==> src/rtl/id_ex_stage.sv <==
// rtl/id_ex_stage.sv - ID->EX pipeline register with write-back bypass and load-use hazard bubble.
// Defining ID_EX_PERF_EN builds a stall-cycle counter on perf_stall_cnt; otherwise it is tied to 0.
module id_ex_stage #(
  parameter int DATA_W       = 32,
  parameter int ADDR_W       = 5,
  parameter int CTRL_W       = 8,
  parameter int MEM_READ_BIT = 3
) (
  input  logic              clock,
  input  logic              reset,
  input  logic              id_valid,
  input  logic [CTRL_W-1:0] id_ctrl,
  input  logic              id_uses_rt,
  input  logic [ADDR_W-1:0] id_rs,
  input  logic [ADDR_W-1:0] id_rt,
  input  logic [ADDR_W-1:0] id_rd,
  input  logic [15:0]       id_imm16,
  input  logic [31:0]       id_pc_plus4,
  input  logic [DATA_W-1:0] reg_1_content,
  input  logic [DATA_W-1:0] reg_2_content,
  input  logic              wb_reg_write,
  input  logic [ADDR_W-1:0] wb_write_address,
  input  logic [DATA_W-1:0] wb_data,
  input  logic              flush,
  output logic              stall,
  output logic              ex_valid,
  output logic [CTRL_W-1:0] ex_ctrl,
  output logic [DATA_W-1:0] ex_rs_data,
  output logic [DATA_W-1:0] ex_rt_data,
  output logic [DATA_W-1:0] ex_imm,
  output logic [ADDR_W-1:0] ex_rs,
  output logic [ADDR_W-1:0] ex_rt,
  output logic [ADDR_W-1:0] ex_rd,
  output logic [31:0]       ex_pc_plus4,
  output logic [31:0]       perf_stall_cnt
);

  logic [DATA_W-1:0] rs_operand;
  logic [DATA_W-1:0] rt_operand;
  logic [DATA_W-1:0] imm_ext;
  logic              rs_match;
  logic              rt_match;
  logic              hazard;
  logic              bubble;

  // $zero always reads 0; a same-cycle write-back beats the stale register-file read.
  function automatic logic [DATA_W-1:0] select_operand(
    input logic [ADDR_W-1:0] addr,
    input logic [DATA_W-1:0] rf_data,
    input logic              wb_we,
    input logic [ADDR_W-1:0] wb_addr,
    input logic [DATA_W-1:0] wb_value
  );
    logic [DATA_W-1:0] result;
    if (addr == '0)
      result = '0;
    else if (wb_we && (wb_addr == addr))
      result = wb_value;
    else
      result = rf_data;
    return result;
  endfunction

  always_comb begin
    rs_operand = select_operand(id_rs, reg_1_content, wb_reg_write, wb_write_address, wb_data);
    rt_operand = select_operand(id_rt, reg_2_content, wb_reg_write, wb_write_address, wb_data);
    imm_ext    = {{(DATA_W-16){id_imm16[15]}}, id_imm16};
  end

  // A load in EX whose target feeds the ID instruction needs one bubble.
  always_comb begin
    rs_match = (ex_rt == id_rs);
    rt_match = id_uses_rt && (ex_rt == id_rt);
    hazard   = ex_valid && ex_ctrl[MEM_READ_BIT] && (ex_rt != '0) && id_valid &&
               (rs_match || rt_match);
    bubble   = flush || hazard;
  end

  assign stall = hazard && !flush;

  always_ff @(posedge clock) begin
    if (reset || bubble) begin
      ex_valid    <= 1'b0;
      ex_ctrl     <= '0;
      ex_rs_data  <= '0;
      ex_rt_data  <= '0;
      ex_imm      <= '0;
      ex_rs       <= '0;
      ex_rt       <= '0;
      ex_rd       <= '0;
      ex_pc_plus4 <= '0;
    end else begin
      ex_valid    <= id_valid;
      ex_ctrl     <= id_valid ? id_ctrl : '0;
      ex_rs_data  <= rs_operand;
      ex_rt_data  <= rt_operand;
      ex_imm      <= imm_ext;
      ex_rs       <= id_rs;
      ex_rt       <= id_rt;
      ex_rd       <= id_rd;
      ex_pc_plus4 <= id_pc_plus4;
    end
  end

`ifdef ID_EX_PERF_EN
  logic [31:0] stall_cnt;

  always_ff @(posedge clock) begin
    if (reset)
      stall_cnt <= '0;
    else if (stall)
      stall_cnt <= stall_cnt + 32'd1;
  end

  assign perf_stall_cnt = stall_cnt;
`else
  assign perf_stall_cnt = 32'd0;
`endif

endmodule

==> config.mk <==
export PLATFORM = sky130hd
export DESIGN_NAME = id_ex_stage
export DESIGN_NICKNAME = d
export VERILOG_FILES = /design/src/rtl/id_ex_stage.sv
export SDC_FILE = /design/constraint.sdc
export NUM_CORES = 1
export LEC_CHECK = 0
export BUFFER_PORTS_ARGS = -buffer_cell sky130_fd_sc_hd__buf_4
export CAP_MARGIN = 5
export CORE_AREA = 8 8 133 135
export DETAILED_ROUTE_END_ITERATION = 8
export DIE_AREA = 0 0 141 143
export PLACE_DENSITY = 0.74
export SYNTH_ARGS = -nofsm -noshare
export SYNTH_HDL_FRONTEND = slang
export SYNTH_SLANG_ARGS = --single-unit
==> constraint.sdc <==
create_clock -name clock -period 3.9 [get_ports clock]
set_input_delay 0.78 -clock clock [delete_from_list [all_inputs] [get_ports clock]]
set_output_delay 0.78 -clock clock [all_outputs]
set_load 0.01 [all_outputs]
==> summary.md, run 1 <==
| Metric | Value |
|---|---|
| Initial core utilization | `roughly 32%` |
| Root buffer cell | `clkbuf_16` |
| Met2 Track Usage GR | `28.5%` |
| Hold_buf cts | `0` |
| Total track usage | `about 17%` |
| Setup Buffers After CTS | `0` |
| DRC Markers | `0` |
| Synth Flop Type | `dfxtp_1` |
| Initial drt markers | `about 140` |
| WL/cell | `17.6 um` |
| Pre-antenna DRT Iters | `4` |
| Crit Path Class | `in -> out` |
| Core area | `around 16000 um2` |
| Arrival @ worst endpoint | `about 1.8 ns` |
| Combinational cell fraction of total power | `11.8%` |
| Most frequent cells after synthesis | `dfxtp_1, and2_1, mux2i_1, nor3_1, buf_4` |
| Element type at the critical path end | `primary output` |
| # diodes | `0` |
| Slew headroom | `between 60% and 70%` |
| Synth area leader | `dfxtp_1` |
| Hold WC Path Type | `in -> reg` |
| Clk buf depth | `2` |
| GPL Wtd Cong | `approximately 0.83` |
| Largest net degree at the start of global routing | `66` |
| Area post-placement | `7390 um2` |
| Maximum vdd drop | `between 0.0002 and 0.0003 V` |
| Unrepaired setup endpoints after global routing | `false` |
| Post-route ant nets | `0` |
| Most common cell in the netlist | `dfxtp_1` |
| Pwr dens | `around 450 nW/um2` |
| Post-synthesis register bit count | `~140` |
| Clock Skews | `about 0.0066 ns` |
| Synth-to-layout area growth | `60.3%` |
| Async S/R FF share, synth | `0%` |
| Drt total wl | `approximately 17000 um` |
| Tmin final | `around 2.6 ns` |
| Post-synth top area share | `54.4%` |
| CP required | `approximately 3.1 ns` |
| First-pass GRT wire length | `roughly 25000 um` |
| Reg clk slew, reported paths | `0.06 ns` |
| Vias per cell | `approximately 4.3` |
| Syn_area_per_cell | `11.0 um2` |
| Fmax | `between 0.3 and 0.4 GHz` |
| Die ar. | `20200 um2` |
| CTS Buf Count | `17` |
| Resized Gates After CTS | `0` |
| Leakage | `approximately 0.0037 uW` |
| CTS Sinks | `136` |
| Top-Level Pins | `363` |
| Port bufs | `330` |
| Die W | `141 um` |
| Final Max Slew Viols | `0` |
| CTS H-tree depth | `4` |
| Sw Share | `between 20% and 30%` |
| Die Height | `143 um` |
| Grt met3 use | `under 10%` |
| Total gr overflow | `0` |
| Post-DP HPWL | `14000 um` |
| Layout cell share with drive strength beyond 1 | `roughly 48%` |
| Clock Latency Late Sink | `0.40 ns` |
| Cell variety after synth | `23` |
| Register share of total power | `between 40% and 50%` |
| Initial antenna violation count | `0` |
| Synth area leaders | `dfxtp_1, mux2i_1, buf_4` |
| Finished layout cell area | `approximately 8000 um2` |
| Final Setup Violations | `0` |
| Worst-Margin Slew | `roughly 0.58 ns` |
| Post-synthesis sequential area ratio | `a little over half` |
| Post-Syn Instances | `between 400 and 500` |
| Most used routing layer | `met2` |
| Met1 usage | `16.9%` |
| Critical path peak fanout | `4` |
| Via count | `4242` |
| Switching power | `approximately 800 uW` |
| Status | `finished, final reports clean` |
| Max-cap viol count | `0` |
| Final period util | `65.7%` |
| Startpoint Class | `input port` |
| Vias in the first global route | `about 4500` |
| Synth warn | `0` |
| Nets | `~940` |
| Site row count | `46` |
| CTS tree | `built` |
| Total internal power | `2790 uW` |
| Final Hold Fails | `0` |
| Clock power frac | `between 40% and 50%` |
| Synth Cell Area | `between 5000 and 6000 um2` |
| Post-synth EDFFs | `0` |
| Setup TNS | `0 ns` |
## registers in the layout, summed over array words and instances, names as in the netlist
| name | count |
|---|---|
| ex_rs | 5 |
| ex_rs_data | 32 |
| ex_ctrl | 8 |
| ex_imm | 16 |
| ex_pc_plus4 | 32 |
| ex_valid | 1 |
| ex_rt_data | 32 |
| ex_rd | 5 |
| ex_rt | 5 |
## layout make-up
type | count | area, um2
fillers | 1439 | 7570
flip-flops and latches | 136 | 2720
repair buffers | 337 | 2540
multi-input cells | 273 | 1850
clock buffers | 19 | 443
well taps | 216 | 270
clock inverters | 13 | 193
## worst max-delay path, stage by stage
cell	delay [ns]
buf_4	0.13
xnor2_1	0.15
nand3_1	0.11
o22ai_2	0.28
nand2_1	0.08
nor2_1	0.11
buf_4	0.14
## metal layers
layer  up-vias  wire length, um
li1       2059                -
met1      1934             6640
met2       237             8600
met3        10             2010
met4         2              204
met5         -                6
## final timing paths
check        slack (ns)  cells past startpoint         end    startpoint
max                1.34                      7       stall      id_rs[0]
min reg2reg        1.10                      4    ex_rt[3]    ex_ctrl[3]
max reg2reg        1.96                      5  ex_ctrl[5]      ex_rt[1]
min                0.57                      2  ex_imm[14]  id_imm16[14]
## power groups by stage
stage                     clock network [uW]  logic, uW  registers [uW]
after floorplan                            0        158            1530
after global placement                     0        423            1500
after detailed placement                   0        428            1500
after CTS                               1750        429            1470
after global routing                    1810        459            1470
final                                   1710        424            1470
## cells by family after synthesis
kind of cell    Yosys count  share of synthesized area, %
compound gates            4                         0.924
xor+xnor                 20                          3.50
buf+inv                  76                          11.1
flops                   136                          54.4
mux                      64                          12.8
other cells               1                        0.0749
simple gates            153                          17.2
## layout by cell type (no fill, tap or decap), types with 4 or more instances in the layout
| master | count |
|---|---|
| and2_1 | 64 |
| and3_1 | 8 |
| buf_4 | 336 |
| bufinv_16 | 4 |
| clkbuf_16 | 17 |
| conb_1 | 32 |
| dfxtp_1 | 136 |
| mux2i_1 | 64 |
| nor3_1 | 64 |
| xnor2_1 | 12 |
| xor2_1 | 8 |
## stage by stage
stage	std cells	utilization [%]	hold slack, ns	power (uW)	setup WS, ns
after floorplan	485	-	0.902	1680	1.63
after global placement	962	47.4	0.981	1920	1.30
after detailed placement	962	47.4	0.985	1930	1.30
after CTS	994	51.5	0.546	3650	1.35
after global routing	994	51.5	0.546	3740	1.24
final	994	51.5	0.571	3600	1.34
Power figures use the tool's default switching activity.
==> inputs of run 2 (changes only) <==
--- a/config.mk
+++ b/config.mk
@@ -7,10 +7,10 @@
 export LEC_CHECK = 0
 export BUFFER_PORTS_ARGS = -buffer_cell sky130_fd_sc_hd__buf_4
 export CAP_MARGIN = 5
-export CORE_AREA = 8 8 133 135
+export CORE_AREA = 8 8 134 136
 export DETAILED_ROUTE_END_ITERATION = 8
-export DIE_AREA = 0 0 141 143
-export PLACE_DENSITY = 0.74
+export DIE_AREA = 0 0 142 144
+export PLACE_DENSITY = 0.73
 export SYNTH_ARGS = -nofsm -noshare
 export SYNTH_HDL_FRONTEND = slang
 export SYNTH_SLANG_ARGS = --single-unit
==> constraint.sdc (replaced) <==
create_clock -name clock -period 2.5 [get_ports clock]
set_input_delay 0.5 -clock clock [delete_from_list [all_inputs] [get_ports clock]]
set_output_delay 0.5 -clock clock [all_outputs]
set_load 0.01 [all_outputs]
==> run 2 against run 1 <==
  * Final cell count rose by 0.40%
  * Largest power group unchanged
  * Sequential share of layout area decreased by 0.28 points
  * Combinational power rose by 57%
  * Sequential power grew 56%
  * Final area is 0.84% higher
  * Global-route usage fell by 0.34 points
  * Count of clock-buffer cells in the layout shrank 1
  * Worst hold slack worse by 0.28 ns
  * Critical path depth decreased by 1
  * Worst setup slack got worse by 1.0 ns
==> summary.md, run 2 (synthesized netlist as in run 1, its figures left out) <==
| Metric | Value |
|---|---|
| Seq. cell area | `2720 um2 (unchanged)` |
| Leakage | `0.00375 uW (+0.50%)` |
| Setup Buffers After CTS | `0 (unchanged)` |
| Final Hold Fails | `0 (unchanged)` |
| CP top delay family | `flip-flops` |
| Total gr overflow | `0 (unchanged)` |
| Worst-path cell chain | `xnor2_1 -> nand4_1 -> o22ai_2 -> nand2_1 -> nor2_1 -> buf_4` |
| Final WS setup | `0.329 ns (-1.01 ns)` |
| Clk buf depth | `2 (unchanged)` |
| Status | `finished, final reports clean` |
| Hold_buf cts | `0 (unchanged)` |
| Via count | `4259 (+0.40%)` |
| Slowest cell delay on critical path | `0.45 ns (+0.17 ns)` |
| Final period util | `between 80% and 90%` |
| First-pass GRT wire length | `25500 um (unchanged)` |
| Finished layout cell area | `8090 um2 (+0.84%)` |
| Post-route ant nets | `0 (unchanged)` |
| Die Height | `144 um (+0.70%)` |
| CP required | `2.00 ns (-1.12 ns)` |
| GPL Wtd Cong | `0.853 (+2.3%)` |
| WL/cell | `17.3 um (-1.4%)` |
| Max-cap viol count | `0 (unchanged)` |
| Pre-antenna DRT Iters | `5 (+1)` |
| Vias per cell | `4.27 (about the same)` |
| Post-route insts no fill | `998 (+0.40%)` |
| Synth-to-layout area growth | `61.6%` |
| Element type at the critical path end | `primary output` |
| Die W | `142 um (+0.71%)` |
| Arrival @ worst endpoint | `1.67 ns (-0.11 ns)` |
| Final Setup Violations | `0 (unchanged)` |
| Worst path slowest cell | `dfxtp_1` |
| Nets | `943 (unchanged)` |
| Drt total wl | `17300 um (-1.0%)` |
| FILL cells | `1503 (+4.4%)` |
| Hold WC Path Type | `in -> reg` |
| CTS Buf Count | `17 (unchanged)` |
| Initial antenna violation count | `0 (unchanged)` |
| Largest net degree at the start of global routing | `65 (-1.5%)` |
| Unrepaired setup endpoints after global routing | `false` |
| Port bufs | `330 (unchanged)` |
| Clock Latency Late Sink | `0.41 ns (about the same)` |
| Critical path peak fanout | `4 (unchanged)` |
| Most common cell after layout, fill and taps aside | `buf_4` |
| WP buf/inv | `1 (-1)` |
| Root buffer cell | `clkbuf_16` |
| Startpoint Class | `flip-flop` |
| Layout Utilization | `50.4% (-1.0 points)` |
| Crit Path Class | `reg -> out` |
| Pwr dens | `705 nW/um2 (+57%)` |
| Fmax | `0.461 GHz` |
| Layout cell share with drive strength beyond 1 | `48.3% (unchanged)` |
| Initial drt markers | `167 (+22%)` |
| Top-Level Pins | `363 (unchanged)` |
| DRC Markers | `0 (unchanged)` |
| Vias in the first global route | `4643 (+2.1%)` |
| Core area | `16100 um2 (+2.9%)` |
| CTS Sinks | `136 (unchanged)` |
| Total track usage | `16.2% (-0.34 points)` |
| CTS tree | `built` |
| Initial core utilization | `31.2% (-0.91 points)` |
| Resized Gates After CTS | `0 (unchanged)` |
| Die ar. | `20400 um2 (+1.4%)` |
| Setup TNS | `0 ns (unchanged)` |
| # diodes | `0 (unchanged)` |
| Largest registers | `ex_pc_plus4 x32, ex_rs_data x32, ex_rt_data x32` |
| Placed Cells | `966 (+0.42%)` |
| CTS H-tree depth | `4 (unchanged)` |
| Dpl ws | `0.511 ns (-0.786 ns)` |
| Final Max Slew Viols | `0 (unchanged)` |
| Multi-input combinational cell area | `1850 um2 (unchanged)` |
| Most frequent cells in the layout | `buf_4, dfxtp_1, nor3_1, mux2i_1, and2_1` |
| Site row count | `47 (+2.2%)` |
| Post-DP HPWL | `13600 um (-3.5%)` |
| Area post-placement | `7440 um2 (+0.74%)` |
| Clock Skews | `0.00577 ns (-0.000838 ns)` |
| Maximum vdd drop | `0.000446 V (+76%)` |
| Reg clk slew, reported paths | `0.06 ns (about the same)` |
| Tmin final | `approximately 2.2 ns` |
## run 2: area by class of cell
class                           count  share of cell area [%]
Sequential cell                   136                    33.6
Timing Repair Buffer              337                    32.0
Multi-Input combinational cell    273                    22.9
Clock buffer                       18                    5.30
Tap cell                          220                    3.40
Clock inverter                     14                    2.71
## run 2: routing by layer
metal,global-route usage (%),up-vias,wire length (um)
li1,-,2059,-
met1,15.8,1946,6070
met2,28.1,239,8640
met3,10.6,15,2420
met4,4.18,0,154
met5,0,-,0
## run 2: worst paths after layout
check,startpoint,to,slack [ns],cells after the start
hold / removal,id_pc_plus4[13],ex_pc_plus4[13],0.29,2
hold reg to reg,ex_rt[0],ex_pc_plus4[28],1.22,6
setup reg to reg,ex_rt[2],ex_rt_data[10],0.78,6
setup / recovery,ex_rt[2],stall,0.33,6
## run 2: where the power goes
group	internal, uW	total [uW]	switching, uW	leakage [uW]
logic	386	664	278	0.00232
clock network	1780	2760	975	0.000312
registers	2260	2290	31.4	0.00112
total	4420	5710	1280	0.00375
## run 2: through the flow
stage | hold WS, ns | total power [uW]
2_1_floorplan | 0.622 | 2630
3_3_place_gp | 0.701 | 3000
3_5_place_dp | 0.704 | 3010
4_1_cts | 0.266 | 5780
5_1_grt | 0.261 | 5940
6_report | 0.290 | 5710
==> inputs of run 3 (changes only) <==
--- a/config.mk
+++ b/config.mk
@@ -7,10 +7,12 @@
 export LEC_CHECK = 0
 export BUFFER_PORTS_ARGS = -buffer_cell sky130_fd_sc_hd__buf_4
 export CAP_MARGIN = 5
-export CORE_AREA = 8 8 134 136
+export CELL_PAD_IN_SITES_DETAIL_PLACEMENT = 0
+export CELL_PAD_IN_SITES_GLOBAL_PLACEMENT = 1
+export CORE_MARGIN = 8
+export CORE_UTILIZATION = 29
 export DETAILED_ROUTE_END_ITERATION = 8
-export DIE_AREA = 0 0 142 144
-export PLACE_DENSITY = 0.73
+export PLACE_DENSITY = 0.89
 export SYNTH_ARGS = -nofsm -noshare
 export SYNTH_HDL_FRONTEND = slang
 export SYNTH_SLANG_ARGS = --single-unit
==> run 3 against run 2 <==
  * Non-clock buffer count down 1
  * Worst hold slack improved by 0.0013 ns
  * Routed wire length down 2.5%
  * Register-to-register slack lost 0.07 ns
  * Final area shrank 0.66%
  * Critical path type unchanged
==> summary.md, run 3 (synthesized netlist as in run 1, its figures left out) <==
| Metric | Value |
|---|---|
| Worst path slowest cell | `dfxtp_1` |
| Slew headroom | `63.6%` |
| Setup TNS | `0 ns (unchanged)` |
| Layout Utilization | `47.0% (-3.4 points)` |
| Vias per cell | `4.22 (-1.2%)` |
| CTS tree | `built` |
| Clk buf depth | `2 (unchanged)` |
| Total gr overflow | `0 (unchanged)` |
| Worst min-delay path startpoint | `id_pc_plus4[8]` |
| FILL cells | `1628 (+8.3%)` |
| Pwr dens | `689 nW/um2 (-2.4%)` |
| Final period util | `85.4% (-1.5 points)` |
| Vias in the first global route | `4490 (-3.3%)` |
| Crit Path Class | `reg -> out` |
| Most frequent cells in the layout | `buf_4, dfxtp_1, nor3_1, mux2i_1, and2_1` |
| Root buffer cell | `clkbuf_16` |
| Die W | `147 um (+3.8%)` |
| Most common cell after layout, fill and taps aside | `buf_4` |
| Final Setup Violations | `0 (unchanged)` |
| Clock Skews | `0.00483 ns (-0.000937 ns)` |
| WP buf/inv | `1 (unchanged)` |
| Worst reg2reg startpoint | `ex_rt[1]` |
| First-pass GRT wire length | `25500 um (+0.27%)` |
| Fmax | `0.468 GHz (+1.7%)` |
| Max-cap viol count | `0 (unchanged)` |
| Resized Gates After CTS | `0 (unchanged)` |
| Hold WC Path Type | `in -> reg` |
| Setup Buffers After CTS | `0 (unchanged)` |
| Post-route insts no fill | `1000 (+0.20%)` |
| Pre-antenna DRT Iters | `4 (-1)` |
| Arrival @ worst endpoint | `1.63 ns (-0.04 ns)` |
| Site row count | `48 (+2.1%)` |
| Initial core utilization | `29.3% (-1.9 points)` |
| Final Max Slew Viols | `0 (unchanged)` |
| Finished layout cell area | `8040 um2 (-0.66%)` |
| Unrepaired setup endpoints after global routing | `false` |
| Layout cell share with drive strength beyond 1 | `48.3% (-0.071 points)` |
| Hold path endpoint | `ex_pc_plus4[8]` |
| Core area | `17100 um2 (+6.6%)` |
| Initial drt markers | `112 (-33%)` |
| Post-route ant nets | `0 (unchanged)` |
| Largest net degree at the start of global routing | `73 (+12%)` |
| Status | `finished, final reports clean` |
| CTS Sinks | `136 (unchanged)` |
| Element type at the critical path end | `primary output` |
| Nets | `942 (-0.11%)` |
| Placed Cells | `970 (+0.41%)` |
| Die Height | `147 um (+2.4%)` |
| Depth of the most critical reg-to-reg path | `5 (-1)` |
| CP top delay family | `flip-flops` |
| CP required | `2.00 ns (about the same)` |
| Reg clk slew, reported paths | `0.06 ns (about the same)` |
| Cell depth of the worst hold path | `2 (unchanged)` |
| Critical path peak fanout | `4 (unchanged)` |
| Synth-to-layout area growth | `60.5%` |
| CTS Buf Count | `17 (unchanged)` |
| Hold_buf cts | `0 (unchanged)` |
| Slowest cell delay on critical path | `0.41 ns (-0.04 ns)` |
| Maximum vdd drop | `0.000412 V (-7.5%)` |
| Top-Level Pins | `363 (unchanged)` |
| Post-DP HPWL | `13200 um (-2.5%)` |
| R2R Path End | `ex_pc_plus4[22]` |
| Multi-input combinational cell area | `1850 um2 (unchanged)` |
| WL/cell | `16.9 um (-2.7%)` |
| Tmin final | `2.13 ns (-0.0369 ns)` |
| Clock Latency Late Sink | `0.40 ns (about the same)` |
| Reg2reg setup slack | `0.71 ns (-0.07 ns)` |
| Via count | `4215 (-1.0%)` |
| Initial antenna violation count | `0 (unchanged)` |
| Final Hold Fails | `0 (unchanged)` |
| Largest registers | `ex_pc_plus4 x32, ex_rs_data x32, ex_rt_data x32` |
| Worst-Margin Slew | `0.546 ns` |
| Startpoint Class | `flip-flop` |
| Seq. cell area | `2720 um2 (unchanged)` |
| Total track usage | `15.1% (-1.2 points)` |
| GPL Wtd Cong | `0.790 (-7.4%)` |
| Area post-placement | `7420 um2 (-0.35%)` |
| CTS H-tree depth | `4 (unchanged)` |
| Drt total wl | `16900 um (-2.5%)` |
| Worst-path cell chain | `xnor2_1 -> nand3_1 -> o22ai_2 -> nand2_1 -> nor2_1 -> buf_4` |
| Hold Slack | `0.292 ns (+0.00134 ns)` |
| Port bufs | `330 (unchanged)` |
| Leakage | `0.00372 uW (-0.67%)` |
| # diodes | `0 (unchanged)` |
| DRC Markers | `0 (unchanged)` |
| Die ar. | `21700 um2 (+6.3%)` |
## run 3: changes by cell type in the layout (fill, tap and decap cells not counted), sizes merged
| cell | delta |
|---|---|
| clkbuf | +3 |
| bufinv | -2 |
| inv | -2 |
| buf | -1 |
| clkinv | -1 |
## run 3: worst register-to-register path, cell delays in order, from the launching register on
cell and delay (ns):
dfxtp_1 0.36, nor3_1 0.22, a21oi_1 0.16, a211oi_4 0.24
buf_4 0.46, and2_1 0.28
## run 3: layout make-up
| class | count | area share [%] |
|---|---|---|
| multi-input cells | 273 | 23.1 |
| clock inverters | 9 | 1.74 |
| well taps | 225 | 3.50 |
| repair buffers | 336 | 31.8 |
| flip-flops and latches | 136 | 33.9 |
| clock buffers | 21 | 5.98 |
## run 3: metrics by stage
step	setup WS, ns	total power (uW)
6_report	0.365	5540
5_1_grt	0.194	5780
3_3_place_gp	0.374	2990
2_1_floorplan	0.766	2630
3_5_place_dp	0.414	3000
4_1_cts	0.313	5620
## run 3: how the worst max path moves through the flow
stage | from | end | slack (ns) | depth (start not counted)
finish | ex_rt[0] | stall | 0.37 | 6
global route | ex_rt[4] | stall | 0.19 | 6
CTS | ex_rt[2] | stall | 0.31 | 6
floorplan | wb_write_address[4] | ex_rt_data[27] | 0.77 | 7
detailed placement | wb_write_address[4] | ex_rt_data[27] | 0.41 | 7
global placement | wb_write_address[4] | ex_rt_data[27] | 0.37 | 7
## run 3: layer usage
layer  track usage, %  routed length (um)  vias to the layer above
met5                0                   0                        -
met4             4.79                 147                        0
met3             8.71                2120                        7
met2             24.8                7980                      232
met1             16.0                6610                     1924
li1                 -                   -                     2052
## run 3: where the power goes
| group | internal (uW) | switching [uW] |
|---|---|---|
| combinational | 382 | 275 |
| sequential | 2260 | 30.5 |
| clock | 1670 | 917 |
